--- src/rtl/dds_phase_bank.sv ---
// dds_phase_bank: multi-channel DDS phase accumulator bank with shadowed
// frequency/offset registers and a single coherent update strobe.
// Ports: clk/rst (sync, active-high); enable advances all accumulators;
//   wr_en/wr_ch/wr_sel/wr_data write one shadow register (sel 0 = freq, 1 = offset);
//   update commits every shadow register at once; sync[n] clears accumulator n;
//   phase_out packs channel n at [n*OUT_SIZE +: OUT_SIZE]; wrap[n] flags an
//   accumulator overflow aligned with phase_out; out_valid marks post-reset data.
module dds_phase_bank #(
  parameter int ACC_SIZE = 28,
  parameter int NUM_CH   = 4,
  parameter int OUT_SIZE = 12,
  parameter int CH_W     = (NUM_CH > 1) ? $clog2(NUM_CH) : 1
) (
  input  logic                       clk,
  input  logic                       rst,
  input  logic                       enable,
  input  logic                       wr_en,
  input  logic [CH_W-1:0]            wr_ch,
  input  logic                       wr_sel,
  input  logic [ACC_SIZE-1:0]        wr_data,
  input  logic                       update,
  input  logic [NUM_CH-1:0]          sync,
  output logic [NUM_CH*OUT_SIZE-1:0] phase_out,
  output logic [NUM_CH-1:0]          wrap,
  output logic                       out_valid
);

  // Shadow, active and accumulator state per channel.
  logic [ACC_SIZE-1:0] fw_sh_q  [NUM_CH];
  logic [ACC_SIZE-1:0] fw_sh_d  [NUM_CH];
  logic [ACC_SIZE-1:0] off_sh_q [NUM_CH];
  logic [ACC_SIZE-1:0] off_sh_d [NUM_CH];
  logic [ACC_SIZE-1:0] fw_act_q [NUM_CH];
  logic [ACC_SIZE-1:0] fw_act_d [NUM_CH];
  logic [ACC_SIZE-1:0] off_act_q[NUM_CH];
  logic [ACC_SIZE-1:0] off_act_d[NUM_CH];
  logic [ACC_SIZE-1:0] acc_q    [NUM_CH];
  logic [ACC_SIZE-1:0] acc_d    [NUM_CH];
  logic [NUM_CH-1:0]   carry_q;
  logic [NUM_CH-1:0]   carry_d;

  // Output stage.
  logic [NUM_CH*OUT_SIZE-1:0] phase_q;
  logic [NUM_CH*OUT_SIZE-1:0] phase_d;
  logic [NUM_CH-1:0]          wrap_q;
  logic [NUM_CH-1:0]          wrap_d;
  logic                       vld_pre_q;
  logic                       vld_pre_d;
  logic                       out_valid_q;
  logic                       out_valid_d;

  // Combinational helpers.
  logic [ACC_SIZE:0]   acc_sum [NUM_CH];
  logic [ACC_SIZE-1:0] pos_sum [NUM_CH];

  always_comb begin
    phase_d     = '0;
    carry_d     = '0;
    vld_pre_d   = 1'b1;
    // out_valid trails the first post-reset edge by one cycle, matching the
    // acc -> phase_out register stage.
    out_valid_d = vld_pre_q;
    // The carry registered with the accumulator is re-registered here so the
    // flag lines up with the first post-overflow phase value.
    wrap_d      = carry_q;

    for (int n = 0; n < NUM_CH; n++) begin
      fw_sh_d[n]  = fw_sh_q[n];
      off_sh_d[n] = off_sh_q[n];
      if (wr_en && (wr_ch == CH_W'(n))) begin
        if (wr_sel) begin
          off_sh_d[n] = wr_data;
        end else begin
          fw_sh_d[n] = wr_data;
        end
      end

      // Committing from the next-shadow value lets a same-cycle write pass
      // straight through to the active register.
      fw_act_d[n]  = update ? fw_sh_d[n]  : fw_act_q[n];
      off_act_d[n] = update ? off_sh_d[n] : off_act_q[n];

      acc_sum[n] = {1'b0, acc_q[n]} + {1'b0, fw_act_q[n]};
      if (sync[n]) begin
        acc_d[n] = '0;
      end else if (enable) begin
        acc_d[n]   = acc_sum[n][ACC_SIZE-1:0];
        carry_d[n] = acc_sum[n][ACC_SIZE];
      end else begin
        acc_d[n] = acc_q[n];
      end

      // Offset add wraps silently; only the accumulator carry drives wrap.
      pos_sum[n] = acc_q[n] + off_act_q[n];
      phase_d[n*OUT_SIZE +: OUT_SIZE] = OUT_SIZE'(pos_sum[n] >> (ACC_SIZE - OUT_SIZE));
    end
  end

  always_ff @(posedge clk) begin
    if (rst) begin
      fw_sh_q     <= '{default: '0};
      off_sh_q    <= '{default: '0};
      fw_act_q    <= '{default: '0};
      off_act_q   <= '{default: '0};
      acc_q       <= '{default: '0};
      carry_q     <= '0;
      phase_q     <= '0;
      wrap_q      <= '0;
      vld_pre_q   <= 1'b0;
      out_valid_q <= 1'b0;
    end else begin
      fw_sh_q     <= fw_sh_d;
      off_sh_q    <= off_sh_d;
      fw_act_q    <= fw_act_d;
      off_act_q   <= off_act_d;
      acc_q       <= acc_d;
      carry_q     <= carry_d;
      phase_q     <= phase_d;
      wrap_q      <= wrap_d;
      vld_pre_q   <= vld_pre_d;
      out_valid_q <= out_valid_d;
    end
  end

  assign phase_out = phase_q;
  assign wrap      = wrap_q;
  assign out_valid = out_valid_q;

endmodule

--- config.mk ---
export PLATFORM = sky130hd
export DESIGN_NAME = dds_phase_bank
export DESIGN_NICKNAME = d
export VERILOG_FILES = /design/src/rtl/dds_phase_bank.sv
export SDC_FILE = /design/constraint.sdc
export NUM_CORES = 1
export LEC_CHECK = 0
export ABC_CLOCK_PERIOD_IN_PS = 3580
export CORE_ASPECT_RATIO = 1.25
export CORE_UTILIZATION = 40
export DETAILED_ROUTE_END_ITERATION = 6
export PLACE_DENSITY_LB_ADDON = 0.12
export SLEW_MARGIN = 20
export SYNTH_ARGS = -nofsm -noshare
export SYNTH_HDL_FRONTEND = slang
export SYNTH_SLANG_ARGS = --single-unit
--- constraint.sdc ---
create_clock -name clk -period 3.58 [get_ports clk]
set_input_delay 0.895 -clock clk [delete_from_list [all_inputs] [get_ports clk]]
set_output_delay 0.895 -clock clk [all_outputs]
set_load 0.01 [all_outputs]
# After elaboration in Yosys (flattened, before gate mapping)
# Index checks and enable logic that the tools add are counted.
# totals
ram_bits	0
mem_bits_ro	0
latch_bits	0
regBits	618
mem_count	0
elab_cells	70
output_inout_bits	53
# classes
addsub	8
n_reduce_logical	13
order_cmp	0
shifts	0
bitwise	1
n_div	0
n_eq_ne	3
multipliers	0
muxes	17
# ops
op	n
2-to-1 mux 28 bit	16
adder 28 x 28 -> 29 bit	4
adder 28 bit	4
OR reduction 3 bit	4
OR reduction 2 bit	4
== test 2 bit, second input constant	2
logical AND 1 bit	4
== test 2 x 1 -> 1 bit, second input constant	1
zero test 2 bit	1
2-to-1 mux 1 bit	1
inverter 1 bit	1

# Depth between registers and ports, before layout
# Gate-level depths: netlist of run 1.
# depth
word_depth	3
depth_mapped	10

# Least setup slack after synthesis of run 1
# No wires, ideal clock.
# synth_path
path_type	flip-flop to flip-flop
start	reg fw_act_q[28] (netlist bit)
end	reg acc_q[48] (netlist bit)
arrival_time_ps	2501
stages_incl_launch_ff	11
setup_ps	122
path_slack_ps	957
required_time_ps	3458
path_cell_list	dfxtp_1 > ha_1 > fa_1 > a211oi_1 > o21bai_1 > a21oi_1 > o41ai_1 > o21a_1 > a41oi_1 > nor4_1 > a311o_1
# synth_between
elab_chain_cells	1
# synth_rtl
element	line_no	text
from (decl)	33	logic [ACC_SIZE-1:0] fw_act_q [NUM_CH];
from (signal assigned)	114	fw_act_q <= fw_act_d;
adder 28 x 28 -> 29 bit	83	acc_sum[n] = {1'b0, acc_q[n]} + {1'b0, fw_act_q[n]};
to (signal assigned)	105	acc_q <= '{default: '0};
to (signal assigned)	116	acc_q <= acc_d;
to (decl)	37	logic [ACC_SIZE-1:0] acc_q [NUM_CH];
# No other way between the ends.
# A chain may end at the register's enable or synchronous reset.

# Worst setup path after layout of run 1
# layout_path
start	reg acc_q[28] (netlist bit)
end	reg acc_q[48] (netlist bit)
# layout_between
elab_chain_cells	1
# layout_rtl
element	line_no
adder 28 x 28 -> 29 bit	83
# No other way between the ends.

==> qor.txt, run 1 <==
Worst-Margin Slew - 0.944 ns
Total Routed Length - 83600 um
Num CTS Buffers - 69
first-pass GRT wire length - 131000 um
Placement Rows - 111
placed cells - 4169
share of the synthesized area in the top cell type - 0.416
worst vdd ir - 0.375 mV
gr ovfl total - 0
initial DRC count - 1422
met1 Resource Use GR - 0.278
worst-path cell chain - ha_1 > fa_1 > a211oi_1 > o21bai_1 > a21oi_1 > o41ai_1 > o21a_1 > a41oi_1 > nor4_1 > a311o_1
CP bufs+invs - 0
endpoints failing hold - 0
delay-heaviest family, CP - compound AO/OA/AOI/OAI gates
Period minus WS final - 3.08 ns
CTS Buffer Depth - 3
leakage - 0.0146 uW
Post-Syn Area - 29700 sq um
Layout area overhead - 14.1%
DRT Pass-1 Iters - 7
number of synthesized register bits - 618
RSZ-0062 raised after global routing - false
I/O pin cnt - 93
Syn Area/Cell - 9.05 sq um
GPL Wtd Cong - 0.887
Post-synth top cells - nor2_1 (641), dfxtp_1 (618), mux2i_1 (284), a211oi_1 (261), ha_1 (216)
final worst-path cycle share - 0.860
Clk pin slew, worst setup/hold paths - 0.06 ns
Synth area leaders - dfxtp_1 (42%), mux2i_1 (9.6%), ha_1 (9.1%), nor2_1 (8.1%), a211oi_1 (6.6%)
Hold Buf Count CTS - 0
slowest CP cell - fa_1
cell area after layout - 33900 sq um
nets - 3540
Async SR Flop Fraction - 0
H-tree Lvls - 3
Unique masters post-synth - 69
CTS tree - yes
Synth Flop Type - dfxtp_1
yosys warns - 0
Max FO, Critical Path - 5
CTS-repair resized insts - 0
Post-synth EDFFs - 0
final cell count without fillers - 4297
worst min path class - flop to flop
Pins Over Slew Limit - 0
Setup violations, final - 0
Power Dens Cells - 474 nW/um^2
DR DRC count - 0
initial antenna violation count - 5
routing usage on met2 - 0.382
Die Y - 307 um
dpl hpwl - 56100 um
largest area contributor in the netlist - dfxtp_1
largest net degree at the start of global routing - 142
Root Driver - clkbuf_16
Placeable Area - 73500 sq um
WS Path Type - flop to flop
CP peak stage delay - 0.44 ns
Fmax - 325 MHz
endpoint type of the worst setup path - flop
Total GRT Usage - 0.221
CTS sink count - 618
Worst-Skew Late Latency - 0.61 ns
Post-CTS Setup Bufs - 0
Final ANT Viol Nets - 0
most frequent cell after synthesis - nor2_1
Mapped Nets - 3545
status - complete, no violations
mean routed wirelength per cell - 19.5 um
vias in the first global route - 23000
CP Data Required Time - 4.07 ns
DP Area - 31600 sq um
MaxCap Viol Count - 0
Vias - 23700
setup tns final - 0 ns
die width - 246 um
Fin Clk Skew - 0.0207 ns
post-synthesis cell count - 3285
ratio of cells with drive above 1 in the final layout - 0.0612
CP Launch Type - flop
max_slew headroom - 0.369
Die ar. - 75500 sq um
PortBufs - 92
critical path data arrival time - 3.57 ns
sequential area share after synthesis - 0.416
met3 usage - 0.0312
GR peak layer - met2
DR vias/cell - 5.52
initial core utilization - 0.405
[worst paths after layout]
| path | start | end | slack [ns] | cells after the start |
|---|---|---|---|---|
| max | acc_q[28]$_SDFFE_PP0P_ | acc_q[48]$_SDFFE_PP0P_ | 0.50 | 10 |
| min | carry_q[0]$_SDFF_PP0_ | wrap[0]$_SDFF_PP0_ | 0.44 | 1 |
| max reg2reg | acc_q[28]$_SDFFE_PP0P_ | acc_q[48]$_SDFFE_PP0P_ | 0.50 | 10 |
| min reg2reg | carry_q[0]$_SDFF_PP0_ | wrap[0]$_SDFF_PP0_ | 0.44 | 1 |
[flip-flops by register name, summed over array words and instances, names as in the netlist, 4 cells and up]
signal     count
phase_out     48
carry_q        4
off_act_q    112
acc_q        112
fw_act_q     112
wrap           4
fw_sh_q      112
off_sh_q     112
[power by group]
group          leakage (uW)  internal [uW]  switching, uW
Clock               0.00115           4310           2990
Combinational       0.00839            570            933
Sequential          0.00504           7130            158
Total                0.0146          12000           4080
[worst register-to-register path: cells and delay by family, from the launching register on]
| family | cells | cell delay (ns) |
|---|---|---|
| fa+ha+maj | 2 | 0.67 |
| compound gates | 7 | 1.91 |
| simple gates | 1 | 0.07 |
| flops | 1 | 0.33 |
[layout make-up]
cell class	count	area, sq um
Sequential cell	618	12400
Antenna cell	2	5.00
Inverter	31	116
Tap cell	960	1200
Fill cell	6970	39500
Clock buffer	93	2000
Multi-Input combinational cell	2419	16400
Timing Repair Buffer	141	1470
Clock inverter	33	344
[layer usage]
metal / share of wire / vias to the layer above
met2: 0.49 / 441
met5: 0.00018 / -
met4: 0.029 / 2
met3: 0.036 / 109
li1: - / 11900
met1: 0.45 / 11300
[through the flow]
stage | worst slack [ns] | total power [uW] | util | hold slack, ns
2_1_floorplan | 0.957 | 8410 | - | 0.414
3_3_place_gp | 0.489 | 8910 | 0.430 | 0.438
3_5_place_dp | 0.577 | 8950 | 0.430 | 0.423
4_1_cts | 0.547 | 16300 | 0.462 | 0.441
5_1_grt | 0.323 | 16800 | 0.462 | 0.468
6_report | 0.500 | 16100 | 0.462 | 0.439
[cell usage in the layout, fill, tap and decap left out, types with 10 or more instances in the layout]
| master | count |
|---|---|
| nor2_1 | 641 |
| dfxtp_1 | 618 |
| mux2i_1 | 284 |
| a211oi_1 | 261 |
| ha_1 | 216 |
| a21oi_1 | 147 |
| nand2_1 | 110 |
| clkdlybuf4s50_1 | 89 |
| o21ai_0 | 81 |
| a21o_1 | 80 |
| clkbuf_16 | 72 |
| nand3_1 | 69 |
| xnor2_1 | 67 |
| nor3_1 | 47 |
| buf_4 | 36 |
| nand4_1 | 32 |
| inv_1 | 30 |
| a31oi_1 | 30 |
| o21a_1 | 29 |
| xor2_1 | 29 |
| o21bai_1 | 25 |
| and3_1 | 23 |
| nor2b_1 | 20 |
| o211ai_1 | 19 |
| or3_1 | 19 |
| nor4_1 | 14 |
| clkinv_2 | 14 |
| buf_12 | 14 |
| o31ai_1 | 13 |
| clkbuf_8 | 12 |
| and2_1 | 11 |
| and4_1 | 10 |
[logic make-up (layout without fill, tap and decap cells)]
| kind of cell | after synthesis | after routing | share of synthesized area |
|---|---|---|---|
| AO/OA/AOI/OAI | 779 | 779 | 0.180 |
| XOR/XNOR | 96 | 96 | 0.0283 |
| adder cells (fa/ha/maj) | 220 | 220 | 0.0936 |
| buffers and inverters | 248 | 298 | 0.0321 |
| flip-flops | 618 | 618 | 0.416 |
| multiplexers | 292 | 292 | 0.0986 |
| other | 0 | 2 | 0 |
| AND/OR/NAND/NOR | 1032 | 1032 | 0.151 |
No activity file was read; power rests on OpenSTA's default activity.
==> run 2, diff against run 1 <==
--- a/config.mk
+++ b/config.mk
@@ -14,3 +14,4 @@
 export SYNTH_ARGS = -nofsm -noshare
 export SYNTH_HDL_FRONTEND = slang
 export SYNTH_SLANG_ARGS = --single-unit
+export TNS_END_PERCENT = 10
==> constraint.sdc (replaced) <==
create_clock -name clk -period 3.58 [get_ports clk]
set_input_delay 0.895 -clock clk [delete_from_list [all_inputs] [get_ports clk]]
set_output_delay 0.895 -clock clk [all_outputs]
set_load 0.1 [all_outputs]
==> qor.txt, run 2 (synthesis gave the netlist of run 1 again) <==
worst min path class - flop to flop
MaxCap Viol Count - 0
endpoint type of the worst setup path - flop
setup tns final - 0 ns
cell area after layout - 33700 sq um
DP Area - 31500 sq um
Worst-Skew Late Latency - 0.60 ns
WS Path Type - flop to flop
Post-CTS Setup Bufs - 0
path depth of the worst reg2reg path - 10
Layout area overhead - 13.1%
worst-path cell chain - ha_1 > a31o_2 > a21o_1 > a211oi_1 > o31ai_1 > buf_4 > a21oi_1 > a31oi_1 > a31oi_1 > mux2_2
CP Data Required Time - 4.06 ns
Period minus WS final - 3.05 ns
largest net degree at the start of global routing - 130
gr ovfl total - 0
Setup WS post-layout - 0.535 ns
status - complete, no violations
Die Y - 307 um
Hold Buf Count CTS - 0
dpl hpwl - 56800 um
R2R Path Start - acc_q[1]$_SDFFE_PP0P_
endpoints failing hold - 0
most common cell after layout, fill and taps aside - nor2_1
final cell count without fillers - 4287
fill count - 7008
GPL Wtd Cong - 0.909
worst vdd ir - 0.342 mV
slowest CP cell - dfxtp_1
max_slew headroom - 0.358
mean routed wirelength per cell - 19.5 um
hold endpoint - wrap[0]$_SDFF_PP0_
Hold Crit Start - carry_q[0]$_SDFF_PP0_
CP most frequent cell - a31oi_1
Placeable Area - 73500 sq um
CP Launch Type - flop
die width - 246 um
Pins Over Slew Limit - 0
Die ar. - 75500 sq um
post-layout util - 0.458
CP peak stage delay - 0.41 ns
CTS-repair resized insts - 0
RSZ-0062 raised after global routing - false
Vias - 23800
leakage - 0.0146 uW
Setup violations, final - 0
Total GRT Usage - 0.221
initial DRC count - 1386
worst r2r dst - phase_out[47]$_SDFF_PP0_
Placement Rows - 111
most frequent cells in the layout - nor2_1 (641), dfxtp_1 (618), mux2i_1 (284), a211oi_1 (261), ha_1 (216)
I/O pin cnt - 93
CTS tree - yes
hold depth - 1
first-pass GRT wire length - 130000 um
initial antenna violation count - 7
ratio of cells with drive above 1 in the final layout - 0.0724
Worst-Margin Slew - 0.960 ns
Final ANT Viol Nets - 0
vias in the first global route - 23300
Fmax - 328 MHz
Diodes inserted - 0
Root Driver - clkbuf_16
Total Routed Length - 83500 um
DR vias/cell - 5.55
DR DRC count - 0
DRT Pass-1 Iters - 5
initial core utilization - 0.405
CP bufs+invs - 1
placed cells - 4172
PortBufs - 92
delay-heaviest family, CP - compound AO/OA/AOI/OAI gates
Fin Clk Skew - 0.0189 ns
Num CTS Buffers - 69
nets - 3543
critical path data arrival time - 3.53 ns
CTS Buffer Depth - 3
Power Dens Cells - 469 nW/um^2
final worst-path cycle share - 0.851
Max FO, Critical Path - 4
Worst R2R Setup Slack - 0.53 ns
CTS sink count - 618
Clk pin slew, worst setup/hold paths - 0.06 ns
H-tree Lvls - 3
Post-Place Setup Slack - 0.530 ns
==> run 2: cell count changes in the layout (fill, tap and decap cells not counted), moves of 3 or more <==
cell / previous run / this run
buf_4: 36 / 86
clkdlybuf4s50_1: 89 / 41
clkinv_4: 5 / 0
bufinv_16: 5 / 1
clkbuf_1: 9 / 12
clkinvlp_4: 5 / 2
==> run 2: worst max-delay path by stage <==
stage | start | endpoint | slack, ns | cells after the start
after CTS | acc_q[1]$_SDFFE_PP0P_ | phase_out[47]$_SDFF_PP0_ | 0.53 | 10
after global routing | fw_act_q[28]$_SDFFE_PP0P_ | acc_q[48]$_SDFFE_PP0P_ | 0.33 | 10
final | acc_q[1]$_SDFFE_PP0P_ | phase_out[47]$_SDFF_PP0_ | 0.53 | 10
after detailed placement | acc_q[1]$_SDFFE_PP0P_ | phase_out[47]$_SDFF_PP0_ | 0.53 | 10
after floorplan | fw_act_q[28]$_SDFFE_PP0P_ | acc_q[48]$_SDFFE_PP0P_ | 0.96 | 10
after global placement | fw_act_q[28]$_SDFFE_PP0P_ | acc_q[48]$_SDFFE_PP0P_ | 0.51 | 10
==> run 2: metrics by stage <==
stage	hold WS, ns	power, uW
global route	0.463	16400
finish	0.443	15800
global placement	0.435	9110
detailed placement	0.438	9140
floorplan	0.414	8610
CTS	0.452	16000
==> run 2: worst register-to-register path, cell delays in order, from the launching register on <==
cell and delay [ns]:
dfxtp_1 0.41, ha_1 0.26, a31o_2 0.24, a21o_1 0.18, a211oi_1 0.35, o31ai_1 0.12
buf_4 0.17, a21oi_1 0.28, a31oi_1 0.22, a31oi_1 0.33, mux2_2 0.38
==> run 2: cell type report <==
type	instances	area [sq um]	area share
multi-input cells	2419	16400	0.488
repair buffers	144	1390	0.0412
clock inverters	18	124	0.00368
well taps	960	1200	0.0357
flip-flops and latches	618	12400	0.368
clock buffers	97	2010	0.0599
inverters	31	116	0.00346
==> run 2: report_power, final <==
group | internal, uW | switching [uW] | leakage (uW)
Combinational | 562 | 1130 | 0.00850
Clock | 3970 | 2810 | 0.00106
Sequential | 7130 | 159 | 0.00504
Total | 11700 | 4100 | 0.0146
==> run 2: routing by layer <==
metal | up-vias | part of all wire | wire length, um | track usage
li1 | 11900 | - | - | -
met1 | 11300 | 0.44 | 36900 | 0.275
met2 | 454 | 0.47 | 39300 | 0.370
met3 | 161 | 0.039 | 3270 | 0.0311
met4 | 2 | 0.047 | 3960 | 0.109
met5 | - | 0.00022 | 18 | 0
==> run 3, diff against run 2 <==
--- a/config.mk
+++ b/config.mk
@@ -7,7 +7,8 @@
 export LEC_CHECK = 0
 export ABC_CLOCK_PERIOD_IN_PS = 3580
 export CORE_ASPECT_RATIO = 1.25
-export CORE_UTILIZATION = 40
+export CORE_MARGIN = 1.5
+export CORE_UTILIZATION = 35
 export DETAILED_ROUTE_END_ITERATION = 6
 export PLACE_DENSITY_LB_ADDON = 0.12
 export SLEW_MARGIN = 20
==> qor.txt, run 3 (synthesis gave the netlist of run 1 again) <==
status - complete, no violations
footprint of the multi-input gates - 16400 sq um
FF+latch area - 12400 sq um
MaxCap Viol Count - 0
Root Driver - clkbuf_16
post-layout util - 0.404
Die ar. - 86700 sq um
mean routed wirelength per cell - 19.2 um
CP Data Required Time - 4.06 ns
Net Switching - 4270 uW
clock share of power - 0.454
Final ANT Viol Nets - 0
Hold Buf Count CTS - 0
die width - 264 um
fill count - 8458
CTS sink count - 618
gr ovfl total - 0
met1 wire length - 39800 um
vias in the first global route - 23300
Setup violations, final - 0
first-pass GRT wire length - 134000 um
DR vias/cell - 5.34
initial core utilization - 0.353
Power Dens Cells - 483 nW/um^2
Period minus WS final - 3.21 ns
ratio of cells with drive above 1 in the final layout - 0.0747
largest net degree at the start of global routing - 169
DR DRC count - 0
Fin Clk Skew - 0.0194 ns
initial DRC count - 1340
Met3 Routed Length - 3310 um
worst min path class - flop to flop
RSZ-0062 raised after global routing - false
Vias - 23600
leakage - 0.0147 uW
Worst-Margin Slew - 0.966 ns
met2 WL - 39800 um
Clk pin slew, worst setup/hold paths - 0.06 ns
CTS-repair resized insts - 0
nets - 3539
Diodes inserted - 0
DP Area - 31700 sq um
Comb pwr share - 0.103
WS Path Type - flop to flop
Die Y - 329 um
Total GRT Usage - 0.196
cell area after layout - 34100 sq um
Sequential Power Share - 0.443
Worst-Skew Late Latency - 0.61 ns
PortBufs - 92
max_slew headroom - 0.354
top layer in use - met5
Placeable Area - 84300 sq um
endpoint type of the worst setup path - flop
final hold slack - 0.458 ns
most common cell after layout, fill and taps aside - nor2_1
Fmax - 312 MHz
initial antenna violation count - 4
Placement Rows - 119
Num CTS Buffers - 70
GPL Wtd Cong - 0.862
setup tns final - 0 ns
Pins Over Slew Limit - 0
Internal - 12200 uW
Max FO, Critical Path - 4
Total Routed Length - 85000 um
dpl hpwl - 58300 um
endpoints failing hold - 0
most frequent cells in the layout - nor2_1 (641), dfxtp_1 (618), mux2i_1 (284), a211oi_1 (261), ha_1 (216)
critical path data arrival time - 3.69 ns
I/O pin cnt - 93
Layout area overhead - 14.5%
CP Launch Type - flop
CTS Buffer Depth - 3
H-tree Lvls - 3
Post-CTS Setup Bufs - 0
DRT Pass-1 Iters - 6
worst vdd ir - 0.348 mV
sw frac - 0.259
CTS tree - yes
final worst-path cycle share - 0.897
-- run 3: cell types whose count changed in the layout (fill, tap and decap cells not counted), moves of 2 or more --
| cell | before | now |
|---|---|---|
| clkbuf_1 | 12 | 14 |
| clkinvlp_4 | 2 | 5 |
| clkinv_2 | 14 | 5 |
| clkbuf_16 | 71 | 74 |
| buf_4 | 86 | 82 |
| bufinv_16 | 1 | 4 |
| clkdlybuf4s50_1 | 41 | 38 |
| buf_12 | 15 | 17 |
| clkbuf_8 | 14 | 20 |
| inv_6 | 1 | 3 |
-- run 3: per-stage QoR --
stage          power (uW)  instances  worst slack (ns)
2_1_floorplan        8610       3285             0.957
3_3_place_gp         9130       4296             0.480
3_5_place_dp         9150       4296             0.448
4_1_cts             16700       4423             0.430
5_1_grt             17200       4423             0.268
6_report            16500       4423             0.370
-- run 3: area by class of cell --
class | count | area share
Multi-Input combinational cell | 2419 | 0.482
Sequential cell | 618 | 0.363
Clock buffer | 108 | 0.0640
Timing Repair Buffer | 139 | 0.0401
Tap cell | 1089 | 0.0400
Clock inverter | 19 | 0.00687
Inverter | 31 | 0.00342
-- run 3: worst max-delay path, cell delays in order, from the launching register on --
cell,delay (ns)
dfxtp_1,0.42
ha_1,0.27
a31o_2,0.26
a21o_1,0.19
a211oi_1,0.23
o31ai_1,0.19
a21oi_1,0.35
a31oi_1,0.24
a31oi_1,0.51
mux2_2,0.43
-- run 3: worst paths after layout --
check                           slack, ns  cells past startpoint                        to                   from
worst max-delay path                 0.37                      9  phase_out[47]$_SDFF_PP0_  acc_q[1]$_SDFFE_PP0P_
worst min-delay path                 0.46                      1      out_valid$_SDFF_PP0_    out_valid_d$_DFF_P_
worst max register to register       0.37                      9  phase_out[47]$_SDFF_PP0_  acc_q[1]$_SDFFE_PP0P_
worst min register to register       0.46                      1      out_valid$_SDFF_PP0_    out_valid_d$_DFF_P_
-- run 3: power by group through the flow --
stage	Combinational [uW]	Sequential, uW	Clock [uW]
final	1700	7300	7470
after global routing	1860	7320	7990
after CTS	1710	7300	7710
after detailed placement	1710	7450	0
after global placement	1680	7450	0
after floorplan	1010	7590	0
-- run 3: metal layers --
layer | global-route usage | up-vias
met4 | 0.0646 | 2
met2 | 0.331 | 425
met5 | 0 | -
met3 | 0.0293 | 107
met1 | 0.256 | 11200
li1 | - | 11900
